==> src/rtl/pt_tx_sched.sv <==
// pt_tx_sched -- transmit scheduler between the UART word assembler and the
// PT2262 encoder. Complete code words are queued. Each word is loaded into
// the encoder and sent REPEAT times, with GAP idle cycles after every frame.
// A stuck encoder is caught by a per-frame timeout.
//
// Ports:
//   clk, rst_n      clock (rising edge), asynchronous active-low reset
//   in_word/in_valid/in_ready   word push interface (pushes while full are dropped)
//   abort           one-cycle flush request
//   enc_ad/enc_ld   word and one-cycle load strobe to the encoder
//   enc_done        frame-complete indication from the encoder
//   busy            scheduler active or queue not empty
//   word_sent       one-cycle pulse after the last frame and gap of a word
//   err_timeout     sticky encoder timeout flag (cleared by abort)
module pt_tx_sched #(
  parameter int W       = 24,
  parameter int DEPTH   = 4,
  parameter int REPEAT  = 4,
  parameter int GAP     = 32,
  parameter int TIMEOUT = 4096
) (
  input  logic         clk,
  input  logic         rst_n,
  input  logic [W-1:0] in_word,
  input  logic         in_valid,
  output logic         in_ready,
  input  logic         abort,
  output logic [W-1:0] enc_ad,
  output logic         enc_ld,
  input  logic         enc_done,
  output logic         busy,
  output logic         word_sent,
  output logic         err_timeout
);

  localparam int AW = $clog2(DEPTH);
  localparam int CW = $clog2(DEPTH) + 1;
  localparam int RW = $clog2(REPEAT) + 1;
  localparam int GW = $clog2(GAP) + 1;
  localparam int TW = $clog2(TIMEOUT) + 1;

  localparam logic [CW-1:0] CNT_FULL = CW'(DEPTH);
  localparam logic [RW-1:0] REP_LAST = RW'(REPEAT - 1);
  localparam logic [GW-1:0] GAP_LAST = GW'(GAP - 1);
  localparam logic [TW-1:0] TMO_LAST = TW'(TIMEOUT - 1);

  typedef enum logic [2:0] {
    ST_IDLE, ST_LOAD, ST_WAIT, ST_GAP, ST_DRAIN
  } state_t;

  state_t        state, state_next;
  logic [W-1:0]  mem [DEPTH];
  logic [AW-1:0] wr_ptr, rd_ptr;
  logic [CW-1:0] count;
  logic [RW-1:0] rep;
  logic [GW-1:0] gap_cnt;
  logic [TW-1:0] wait_cnt;

  logic push, pop, flush, start_word, rep_inc, clr_wait, clr_gap, set_err, sent;

  // A push that coincides with abort is discarded along with the queue.
  assign push = in_valid && in_ready && !abort;

  // State register
  always_ff @(posedge clk or negedge rst_n) begin
    if (!rst_n) state <= ST_IDLE;
    else        state <= state_next;
  end

  // Next-state and control strobes
  always_comb begin
    state_next = state;
    start_word = 1'b0;
    pop        = 1'b0;
    flush      = 1'b0;
    rep_inc    = 1'b0;
    clr_wait   = 1'b0;
    clr_gap    = 1'b0;
    set_err    = 1'b0;
    sent       = 1'b0;
    unique case (state)
      ST_IDLE: begin
        if (abort) flush = 1'b1;
        else if (count != '0) begin
          state_next = ST_LOAD;
          start_word = 1'b1;
        end
      end
      ST_LOAD: begin
        if (abort) begin
          flush      = 1'b1;
          state_next = ST_IDLE;
        end else begin
          state_next = ST_WAIT;
          clr_wait   = 1'b1;
        end
      end
      ST_WAIT: begin
        if (abort) begin
          flush      = 1'b1;
          state_next = ST_DRAIN;
        // wait_cnt == 0 is the first WAIT cycle: a done still high from the
        // previous frame must not be taken as completion of this one.
        end else if (enc_done && wait_cnt != '0) begin
          state_next = ST_GAP;
          clr_gap    = 1'b1;
        end else if (wait_cnt == TMO_LAST) begin
          set_err    = 1'b1;
          pop        = 1'b1;
          state_next = ST_IDLE;
        end
      end
      ST_GAP: begin
        if (abort) begin
          flush      = 1'b1;
          state_next = ST_IDLE;
        end else if (gap_cnt == GAP_LAST) begin
          if (rep != REP_LAST) begin
            rep_inc    = 1'b1;
            state_next = ST_LOAD;
          end else begin
            pop        = 1'b1;
            sent       = 1'b1;
            state_next = ST_IDLE;
          end
        end
      end
      ST_DRAIN: begin
        // The encoder frame in flight cannot be cut short; wait it out.
        if (abort) flush = 1'b1;
        else if (enc_done || wait_cnt == TMO_LAST) state_next = ST_IDLE;
      end
      default: state_next = ST_IDLE;
    endcase
  end

  // Outputs decoded from state
  always_comb begin
    enc_ld   = (state == ST_LOAD) && !abort;
    busy     = (state != ST_IDLE) || (count != '0);
    in_ready = (count != CNT_FULL);
  end

  // Queue storage: no reset so it maps onto RAM
  always_ff @(posedge clk) begin
    if (push) mem[wr_ptr] <= in_word;
  end

  // Queue pointers and occupancy; pointers wrap naturally since DEPTH is 2^AW
  always_ff @(posedge clk or negedge rst_n) begin
    if (!rst_n) begin
      wr_ptr <= '0;
      rd_ptr <= '0;
      count  <= '0;
    end else if (flush) begin
      wr_ptr <= '0;
      rd_ptr <= '0;
      count  <= '0;
    end else begin
      if (push) wr_ptr <= wr_ptr + AW'(1);
      if (pop)  rd_ptr <= rd_ptr + AW'(1);
      if (push && !pop)      count <= count + CW'(1);
      else if (pop && !push) count <= count - CW'(1);
    end
  end

  // Repeat, gap and wait counters plus registered outputs
  always_ff @(posedge clk or negedge rst_n) begin
    if (!rst_n) begin
      rep         <= '0;
      gap_cnt     <= '0;
      wait_cnt    <= '0;
      enc_ad      <= '0;
      word_sent   <= 1'b0;
      err_timeout <= 1'b0;
    end else begin
      if (start_word)   rep <= '0;
      else if (rep_inc) rep <= rep + RW'(1);

      if (clr_gap) gap_cnt <= '0;
      else if (state == ST_GAP && gap_cnt != GAP_LAST) gap_cnt <= gap_cnt + GW'(1);

      // Keeps counting through DRAIN so the abort path shares the frame deadline.
      if (clr_wait) wait_cnt <= '0;
      else if ((state == ST_WAIT || state == ST_DRAIN) && wait_cnt != TMO_LAST)
        wait_cnt <= wait_cnt + TW'(1);

      // Head word is captured once per word and held across all repeats.
      if (start_word) enc_ad <= mem[rd_ptr];

      word_sent <= sent;

      if (flush)        err_timeout <= 1'b0;
      else if (set_err) err_timeout <= 1'b1;
    end
  end

endmodule

==> config.mk <==
export PLATFORM = sky130hd
export DESIGN_NAME = pt_tx_sched
export DESIGN_NICKNAME = d
export VERILOG_FILES = /design/src/rtl/pt_tx_sched.sv
export SDC_FILE = /design/constraint.sdc
export NUM_CORES = 1
export LEC_CHECK = 0
export ABC_AREA = 1
export CAP_MARGIN = 40
export CORE_UTILIZATION = 57
export DETAILED_ROUTE_END_ITERATION = 7
export GPL_TIMING_DRIVEN = 0
export PLACE_DENSITY = 0.79
export SLEW_MARGIN = 10
export SYNTH_ARGS = -nofsm -noshare
export SYNTH_HDL_FRONTEND = slang
export SYNTH_SLANG_ARGS = --single-unit
==> constraint.sdc <==
create_clock -name clk -period 3.1 [get_ports clk]
set_input_delay 0.465 -clock clk [delete_from_list [all_inputs] [get_ports clk]]
set_output_delay 0.465 -clock clk [all_outputs]
set_load 0.1 [all_outputs]
* Word level (Yosys, flattened, before mapping)
Memories as Yosys holds them, arrays and structs flattened. A register that Yosys moved wholly into a read port is not among the register bits. Cells that the tools add are included.
Storage, ports and cells: register bits after elaboration 34, memory bits (writable) 96, input bits 29, output and inout port bits 29, word-level logic and storage cells 113, memories 1
Memories:
- mem | depth 4, bits a word 24, rd ports 1, clocked after memory_dff 1, write ports 1, line 52 | logic [W-1:0] mem [DEPTH];
Operators by class: add/subtract/negate cells 7, eq/ne operators 16, muxes and demuxes 52, reductions and logical operators 28
Operator list (count):
- $mux 3 | 14
- $mux 1 | 27
- $mux 13 | 2
- $pmux 3 s5 | 1
- $add 13x1->13 const B | 1
- $eq 13x12->1 const B | 1
- $ne 13x12->1 const B | 1
- $reduce_bool 13->1 | 1
- $mux 6 | 2
- $reduce_bool 2->1 | 6
- $mux 2 | 5
- $reduce_bool 3->1 | 3
- $logic_and 1x1->1 | 8
- $ne 2x2->1 const B | 4
- $add 3x1->3 const B | 2
- $add 6x1->6 const B | 1
- $eq 3x2->1 const B | 2
- $eq 6x5->1 const B | 1
- $ne 3x3->1 const B | 2
- $ne 6x5->1 const B | 1
- $reduce_and 6->1 | 1
- $reduce_or 5->1 | 1
- $add 2x1->2 const B | 2
- $logic_not 1->1 | 4
- 8 further kinds | 10

* Longest topological paths before layout
Gate-level depths: netlist of the first run.
depth after elaboration 9, depth in mapped cells 14

* Least setup slack after synthesis of the first run
OpenSTA, ideal clock, no wires.
path type register to register, from register count[1], to memory mem[0][0], enable pin, library setup time 405 ps, arrival time 2729 ps, required time 2695 ps, setup slack -34 ps, stages on the path, launching flop included 5, cell sequence dfrtp_1 -> inv_1 -> nand3_1 -> nand3_1 -> nor2_1
On the way: word-level cells in the longest chain between the ends 5
RTL lines:
- start: declaration | line 54 | logic [CW-1:0] count;
- start signal: assignment | line 162 | if (push && !pop) count <= count + CW'(1);
- start signal: assignment | line 163 | else if (pop && !push) count <= count - CW'(1);
- $ne 3x3->1 | line 141 | in_ready = (count != CNT_FULL);
- named net in_ready | line 26 | output logic in_ready,
- $logic_and 1x1->1 (2 in a row) | line 62 | assign push = in_valid && in_ready && !abort;
- $mux 1 | line 146 | if (push) mem[wr_ptr] <= in_word;
- $mux 1 (not written as such) | line 146
- end: declaration | line 52
The timed path passes the listed nets, and every way through them passes these cells.

* Worst setup path after layout of the first run
from input port abort, to output port enc_ld
On the way: word-level cells in the longest chain between the ends 2
RTL lines:
- start: declaration | line 27 | input logic abort,
- $logic_not 1->1 | line 139 | enc_ld = (state == ST_LOAD) && !abort;
- $logic_and 1x1->1 | line 139
- end: declaration | line 29 | output logic enc_ld,
No other way between the ends.

==> flow_summary.yaml, run 1 <==
outcome:
  status: "completed"
worst_setup_path:
  timing.rr.start: "count[0]$_DFFE_PN0P_"
  reg2reg_depth: 11
  path_class: "primary input to output pin"
  cp_max_fo: 7
  critPathLaunchType: "primary input"
  endpoint: "enc_ld"
  reg2reg_to: "count[2]$_DFFE_PN0P_"
  crit_required_ns: 2.63
  cp.arrival_ns: 2.51
  reg2reg_setup_slack_ns: 0.69
  endpoint_kind: "output pin"
  crit_start: "abort"
power_and_ir_drop:
  pwr-share-comb_pct: 40.3
  clkPwrFrac_pct: 25.2
  intPower_mw: 4.80
  switching_share_pct: 41.1
  p_leak_nw: 3.28
  seq_power_share_pct: 34.5
  power_density_nw_per_um2: 982
  ir_drop_uv: 731
  p_total_mw: 8.14
  switchingPower_mw: 3.35
die:
  rows: 38
  dieArea_sq_um: 11800
  ioPinCount: 58
  start_util_pct: 59.2
  core-area_sq_um: 10900
  die_w_um: 109
  die_y_um: 109
finish:
  layout-drive-gt1-share_pct: 13.1
  fillers: 660
  area_growth_pct: 28.1
  nets: 749
  final_cells: 863
  multi_input_area_sq_um: 1930
  n_antenna_cell: 0
  register_area_sq_um: 4330
synth:
  ys_seq_area_share_pct: 66.9
  yosysUniqueCellTypes: 29
  yosysTopAreaCell: "edfxtp_1"
  syn_inst: 601
  synth_nets: 640
  synthTopCellsByCount: "nor2_1 (155), edfxtp_1 (96), o21ai_0 (62)"
  synth_edf_count: 96
  syn_area_sq_um: 6470
  synthArstFlopShare_pct: 37.7
  synthFlopType: "edfxtp_1"
  synth_area_per_cell_sq_um: 10.8
  synth.area.top_cells: "edfxtp_1 (45%), dfrtp_1 (22%), nor2_1 (9.0%)"
  ys_ff_latch: 154
  synth.most_common_cell: "nor2_1"
  yosysTopAreaCellShare_pct: 44.5
  yosysWarnings: 0
grt:
  grt_max_degree: 59
  antenna_found_initial: 0
  grt_pass1_vias: 4863
  track_usage_pct: 27.9
  grt_pass1_wl_um: 23900
  grt_overflow: 0
timing:
  relSlewSlack_pct: 42.1
  fmax_mhz: 337
  setup_tns_ns: 0
  skew_ns: 0.0140
  setup_viol_count_final: 0
  period_share_pct: 95.8
  worstMarginPinSlew_ns: 0.867
  hold_viol_final: 0
  rsz0062_at_grt: "false"
  drv_slew: 0
  fin_crit_ns: 2.97
  worst_slack_ns: 0.129
place:
  post-place-cells: 827
  dp_hpwl_um: 9230
  port_buffers: 57
  dp_slack_ns: 0.0234
  gp_congestion: 0.916
job:
  max-cap-violations: 0
clock_tree:
  root_buffer: "clkbuf_16"
  tritoncts: "yes"
  cts_made_buffers: 17
  cts.sinks: 154
  h-tree-depth: 4
  path_clk_slew_ns: 0.07
  cts_buffer_depth: 2
  cts.repair.resized: 0
  clkLatencyLatePin_ns: 0.43
route:
  wl_per_cell_um: 17.6
  drt_iter0_markers: 407
  route.vias.total: 4883
  firstDrtPassIters: 4
  drt_wl_total_um: 15200
  drcViolationCount: 0
  vias_per_cell: 5.66
  postRouteAntennaNets: 0
worst_hold_path:
  hp-class: "primary input to asynchronous set/reset pin"
logic make-up after synthesis:
kind of cell             count (synthesis)  share of synthesized area (%)
XOR/XNOR                                 8                           1.08
adder cells (fa/ha/maj)                 10                           2.05
flip-flops                             154                           66.9
buffers and inverters                   61                           3.65
AND/OR/NAND/NOR                        262                           17.4
AO/OA/AOI/OAI                          106                           8.91
power groups by stage:
stage | registers, mW | logic (mW) | clock network, mW
2_1_floorplan | 3.87 | 0.908 | 0
3_3_place_gp | 2.83 | 2.60 | 0
3_5_place_dp | 2.83 | 3.24 | 0
4_1_cts | 2.80 | 3.27 | 2.05
5_1_grt | 2.84 | 3.46 | 2.14
6_report | 2.81 | 3.28 | 2.05
placed cells by master (no fill, tap or decap), types with 2 or more instances in the layout:
cell type	instances
nor2_1	151
edfxtp_1	96
o21ai_0	62
nand2_1	61
dfrtp_1	58
clkdlybuf4s50_1	56
inv_1	37
buf_8	29
a31oi_1	25
nand3_1	17
clkbuf_16	17
clkbuf_1	13
a21oi_1	12
nor2_4	9
ha_1	9
nor3_1	7
xor2_1	7
nand2_2	6
buf_2	6
buf_4	5
nand4_1	4
inv_6	4
inv_2	3
o31ai_1	3
inv_8	3
nand3b_1	2
nor3_2	2
o21ai_1	2
buf_1	2
nand2_4	2
clkinvlp_4	2
clkinv_2	2
clkinv_4	2
metal layers:
| metal | part of all wire (%) | vias up | GRT usage (%) |
|---|---|---|---|
| met2 | 53 | 231 | 48.7 |
| met5 | 0 | - | 0 |
| met4 | 2.1 | 0 | 13.3 |
| li1 | - | 2270 | - |
| met1 | 38 | 2345 | 33.1 |
| met3 | 6.5 | 37 | 5.24 |
repair_timing:
item | in CTS | in global routing
buffers inserted | 0 | 4
endpoints found under the setup margin | 0 | 1
hold buffers | 0 | 0
area by class of cell:
cell class                      instances  area share, %
Buffer                                 21           1.04
Tap cell                              140           2.11
Multi-Input combinational cell        386           23.3
Clock inverter                         15           1.90
Timing Repair Buffer                   90           12.5
Sequential cell                       154           52.2
Clock buffer                           17           5.13
Inverter                               40           1.81
sequential cells by signal, summed over array words and instances, names as in the netlist:
register	cells
count	3
enc_ad	24
err_timeout	1
gap_cnt	6
mem	96
rd_ptr	2
rep	3
state	3
wait_cnt	13
word_sent	1
wr_ptr	2
worst max-delay path, cell delays in order:
cell and delay [ns]:
clkdlybuf4s50_1 0.49, inv_1 0.23, nand4_1 0.29, inv_1 0.26, clkdlybuf4s50_1 0.56, buf_8 0.20
per-stage QoR:
| step | hold WS [ns] | area (sq um) | util, % |
|---|---|---|---|
| finish | 0.0982 | 8300 | 75.9 |
| global route | 0.190 | 8300 | 75.9 |
| CTS | 0.150 | 8270 | 75.6 |
| detailed placement | 0.500 | 7680 | 70.3 |
| global placement | 0.468 | 7220 | 66.0 |
| floorplan | 0.169 | 6470 | - |
worst min path at each step:
stage,start,to,slack (ns),cells past startpoint
2_1_floorplan,rst_n,count[0]$_DFFE_PN0P_,0.17,0
3_3_place_gp,rep[2]$_DFFE_PN0P_,rep[2]$_DFFE_PN0P_,0.47,2
3_5_place_dp,gap_cnt[3]$_DFFE_PN0P_,gap_cnt[3]$_DFFE_PN0P_,0.50,1
4_1_cts,rst_n,enc_ad[6]$_DFFE_PN0P_,0.15,1
5_1_grt,rst_n,enc_ad[6]$_DFFE_PN0P_,0.19,1
6_report,rst_n,wait_cnt[6]$_DFFE_PN0P_,0.1,1
(Power assumes the default switching activity.)
==> inputs of run 2 (changes only) <==
Settings changed: CORE_UTILIZATION 57 to 44, PLACE_DENSITY 0.79 to default.
==> flow_summary.yaml, run 2 (same netlist as run 1, synthesis figures left out) <==
outcome:
  status: "completed"
worst_setup_path:
  crit_required_ns: 2.63
  timing.rr.start: "count[0]$_DFFE_PN0P_"
  endpoint_kind: "output pin"
  cp_max_fo: 7
  max_stage_delay_ns: 0.55
  cp_slowest_cell: "clkdlybuf4s50_1"
  critPathBufInv: 5
  path_class: "primary input to output pin"
  crit_family: "buffers and inverters"
  crit_chain: "clkdlybuf4s50_1, inv_1, nand4_1, inv_1, clkdlybuf4s50_1, buf_8"
  critPathLaunchType: "primary input"
  cp.arrival_ns: 2.35
  crit_start: "abort"
  reg2reg_setup_slack_ns: 0.65
power_and_ir_drop:
  p_total_mw: 7.90
  p_leak_nw: 3.26
  ir_drop_uv: 527
  power_density_nw_per_um2: 948
die:
  dieArea_sq_um: 15200
  rows: 43
  die_w_um: 123
  ioPinCount: 58
  start_util_pct: 45.9
  die_y_um: 123
  core-area_sq_um: 14100
clock_tree:
  cts_buffer_depth: 2
  path_clk_slew_ns: 0.06
  clkLatencyLatePin_ns: 0.42
  cts.sinks: 154
  cts_made_buffers: 17
  root_buffer: "clkbuf_16"
  h-tree-depth: 4
  tritoncts: "yes"
  postCtsHoldBufs: 0
finish:
  nets: 748
  mostFrequentLayoutCell: "nor2_1"
  layout-drive-gt1-share_pct: 12.6
  n_antenna_cell: 0
  largest_reg_flops: 96
  area_growth_pct: 28.7
  top_register: "mem"
  mostFrequentLayoutCells: "nor2_1 (151), edfxtp_1 (96), o21ai_0 (62)"
  reg_top3: "mem: 96 flops, enc_ad: 24 flops, wait_cnt: 13 flops"
timing:
  relSlewSlack_pct: 43.4
  period_share_pct: 90.8
  drv_slew: 0
  worstMarginPinSlew_ns: 0.847
  setup_tns_ns: 0
  fmax_mhz: 355
  fin_crit_ns: 2.81
  rsz0062_at_grt: "false"
  skew_ns: 0.00767
  hold_ws_ns: 0.120
  hold_viol_final: 0
  setup_viol_count_final: 0
  worst_slack_ns: 0.286
grt:
  grt_max_degree: 59
  grt_overflow: 0
  antenna_found_initial: 1
  track_usage_pct: 20.8
  grt_pass1_wl_um: 23100
  grt_pass1_vias: 4550
route:
  vias_per_cell: 5.10
  drt_iter0_markers: 255
  route.vias.total: 4601
  postRouteAntennaNets: 0
  drt_wl_total_um: 14200
  drcViolationCount: 0
  wl_per_cell_um: 15.7
  firstDrtPassIters: 5
job:
  max-cap-violations: 0
place:
  dp_slack_ns: -0.0340
  port_buffers: 57
  gp_congestion: 0.834
  dp_hpwl_um: 9310
worst_hold_path:
  hp-class: "primary input to asynchronous set/reset pin"
==> run 2: cell count changes in the layout (fill, tap and decap cells not counted), sizes merged <==
cell	before	now
buf	42	41
bufinv	1	0
clkbuf	30	33
inv	47	45
==> run 2: layout make-up <==
| class | count | area [sq um] |
|---|---|---|
| inverter | 40 | 150 |
| tap | 180 | 225 |
| multi-input combinational | 386 | 1930 |
| clock inverter | 12 | 88.8 |
| clock buffer | 20 | 447 |
| fill | 1174 | 5760 |
| buffer | 21 | 86.3 |
| timing repair buffer | 89 | 1070 |
| sequential | 154 | 4330 |
==> run 2: where the power goes <==
| group | total (mW) | switching [mW] | internal (mW) |
|---|---|---|---|
| Clock | 1.88 | 0.823 | 1.05 |
| Combinational | 3.23 | 2.12 | 1.11 |
| Sequential | 2.79 | 0.249 | 2.54 |
| Total | 7.90 | 3.19 | 4.71 |
==> run 2: metrics by stage <==
| step | util (%) | std cells | area, sq um |
|---|---|---|---|
| after floorplan | - | 601 | 6470 |
| after global placement | 51.6 | 838 | 7270 |
| after detailed placement | 55.3 | 869 | 7790 |
| after CTS | 59.1 | 902 | 8330 |
| after global routing | 59.1 | 902 | 8330 |
| final | 59.1 | 902 | 8330 |
==> run 2: final timing paths <==
path	endpoint	depth (start not counted)
hold reg to reg	gap_cnt[3]$_DFFE_PN0P_	1
max in group asynchronous	enc_ad[22]$_DFFE_PN0P_	1
setup reg to reg	count[2]$_DFFE_PN0P_	11
setup / recovery	enc_ld	6
min in group clk	gap_cnt[3]$_DFFE_PN0P_	1
hold / removal	wait_cnt[6]$_DFFE_PN0P_	1
==> run 2: metal layers <==
layer	routed length (um)	global-route usage, %	up-vias	share of wire [%]
met3	665	5.03	14	4.7
met2	7050	34.6	107	50
met5	13	0	-	0.092
li1	-	-	2267	-
met4	138	5.95	2	0.97
met1	6310	27.2	2211	44
==> run 2: timing repair <==
action                     4_1_cts  5_1_grt
hold endpoints to repair         0        0
setup buffers                    1        0
setup endpoints to repair        1        0
resized for setup                0        0
==> inputs of run 3 (changes only) <==
Settings changed: PLACE_DENSITY from default to 0.73, SETUP_SLACK_MARGIN from default to 0.3.
==> flow_summary.yaml, run 3 (same netlist as run 1, synthesis figures left out) <==
route:
  vias_per_cell: 5.32
  met2_wirelength_um: 7360
  wl_per_cell_um: 16.0
  wl_met1_um: 5890
  top_layer: "met4"
  drcViolationCount: 0
  drt_wl_total_um: 14400
  route.met3.wl_um: 985
  firstDrtPassIters: 5
  postRouteAntennaNets: 0
  drt_iter0_markers: 435
  route.vias.total: 4792
power_and_ir_drop:
  switching_share_pct: 40.0
  p_total_mw: 8.17
  clkPwrFrac_pct: 25.2
  intPower_mw: 4.91
  p_leak_nw: 3.29
  power_density_nw_per_um2: 976
  seq_power_share_pct: 34.2
  switchingPower_mw: 3.27
  ir_drop_uv: 1020
  pwr-share-comb_pct: 40.6
worst_setup_path:
  crit_required_ns: 2.63
  endpoint_kind: "output pin"
  crit_chain: "clkdlybuf4s50_1, inv_2, nand4_1, inv_2, clkdlybuf4s50_1, buf_8"
  path_class: "primary input to output pin"
  cp.arrival_ns: 2.24
  cp_max_fo: 7
  critPathLaunchType: "primary input"
  max_stage_delay_ns: 0.53
  cp_slowest_cell: "clkdlybuf4s50_1"
  reg2reg_setup_slack_ns: 0.71
grt:
  grt_pass1_wl_um: 23600
  grt_pass1_vias: 4841
  grt_max_degree: 59
  grt_overflow: 0
  antenna_found_initial: 0
  track_usage_pct: 20.7
clock_tree:
  cts_made_buffers: 17
  cts.sinks: 154
  tritoncts: "yes"
  clkLatencyLatePin_ns: 0.42
  path_clk_slew_ns: 0.06
  h-tree-depth: 4
  postCtsHoldBufs: 0
  cts_buffer_depth: 2
  root_buffer: "clkbuf_16"
finish:
  largest_reg_flops: 96
  area_growth_pct: 29.3
  postLayoutCoreUtil_pct: 59.4
  n_antenna_cell: 0
  reg_top3: "mem: 96 flops, enc_ad: 24 flops, wait_cnt: 13 flops"
  nets: 746
  top_register: "mem"
  final_cells: 900
  fillers: 1096
  mostFrequentLayoutCell: "nor2_1"
  mostFrequentLayoutCells: "nor2_1 (151), edfxtp_1 (96), o21ai_0 (62)"
  layout-drive-gt1-share_pct: 13.1
place:
  dp_hpwl_um: 9190
  port_buffers: 57
  post-place-cells: 867
  gp_congestion: 0.869
timing:
  hold_viol_final: 0
  fmax_mhz: 369
  worstMarginPinSlew_ns: 0.870
  hold_ws_ns: 0.108
  fin_crit_ns: 2.71
  setup_viol_count_final: 0
  skew_ns: 0.00911
  period_share_pct: 87.4
  drv_slew: 0
  rsz0062_at_grt: "false"
  relSlewSlack_pct: 41.8
die:
  ioPinCount: 58
  dieArea_sq_um: 15200
  rows: 43
  die_w_um: 123
  core-area_sq_um: 14100
  start_util_pct: 45.9
  die_y_um: 123
worst_hold_path:
  hp-class: "primary input to asynchronous set/reset pin"
outcome:
  status: "completed"
job:
  max-cap-violations: 0
run 3: cell types whose count changed in the layout (fill, tap and decap cells not counted), moves of 2 or more:
cell	delta
buf_8	-3
bufinv_16	+2
clkinvlp_4	-2
inv_1	-2
inv_2	+2
inv_8	+2
run 3: path summary, 6_finish.rpt:
path,startpoint,end,depth (start not counted)
worst max-delay path,abort,enc_ld,6
max in group asynchronous,rst_n,enc_ad[3]$_DFFE_PN0P_,1
worst min-delay path,rst_n,wait_cnt[6]$_DFFE_PN0P_,1
worst min register to register,rep[2]$_DFFE_PN0P_,rep[2]$_DFFE_PN0P_,2
min in group clk,rep[2]$_DFFE_PN0P_,rep[2]$_DFFE_PN0P_,2
worst max register to register,count[0]$_DFFE_PN0P_,count[2]$_DFFE_PN0P_,11
run 3: worst max-delay path: cells and delay by family:
kind / cells / cell delay (ns)
buffers and inverters: 5 / 1.57
AND/OR/NAND/NOR: 1 / 0.20
run 3: power groups by stage:
stage                     registers, mW  clock network (mW)  logic [mW]
final                              2.80                2.06        3.32
after CTS                          2.79                2.08        3.33
after detailed placement           2.83                   0        3.31
after global placement             2.82                   0        2.64
after global routing               2.84                2.16        3.52
after floorplan                    3.87                   0       0.911
run 3: per-layer routing:
metal | vias to the layer above | GRT usage [%]
li1 | 2263 | -
met1 | 2308 | 25.6
met2 | 199 | 35.4
met3 | 22 | 4.84
met4 | 0 | 7.76
met5 | - | 0
run 3: through the flow:
stage | area [sq um] | worst slack (ns) | TNS [ns]
finish | 8370 | 0.391 | 0
global route | 8370 | 0.336 | 0
CTS | 8370 | 0.354 | 0
detailed placement | 7780 | 0.0107 | 0
global placement | 7280 | -0.644 | -85.67
floorplan | 6480 | 0.424 | 0
run 3: what timing repair did:
action                                  4_1_cts  5_1_grt
setup buffers                                 1        0
endpoints found under the setup margin        1        1
pin swaps                                     1        0
hold endpoints to repair                      0        0
gates resized for setup                       1        1
run 3: cell type report:
| cell class | instances | area [sq um] | share of cell area, % |
|---|---|---|---|
| sequential | 154 | 4330 | 51.8 |
| multi-input combinational | 386 | 1940 | 23.2 |
| tap | 180 | 225 | 2.69 |
| inverter | 40 | 150 | 1.79 |
| clock inverter | 14 | 158 | 1.88 |
| buffer | 21 | 86.3 | 1.03 |
| clock buffer | 18 | 429 | 5.13 |
| timing repair buffer | 87 | 1050 | 12.5 |
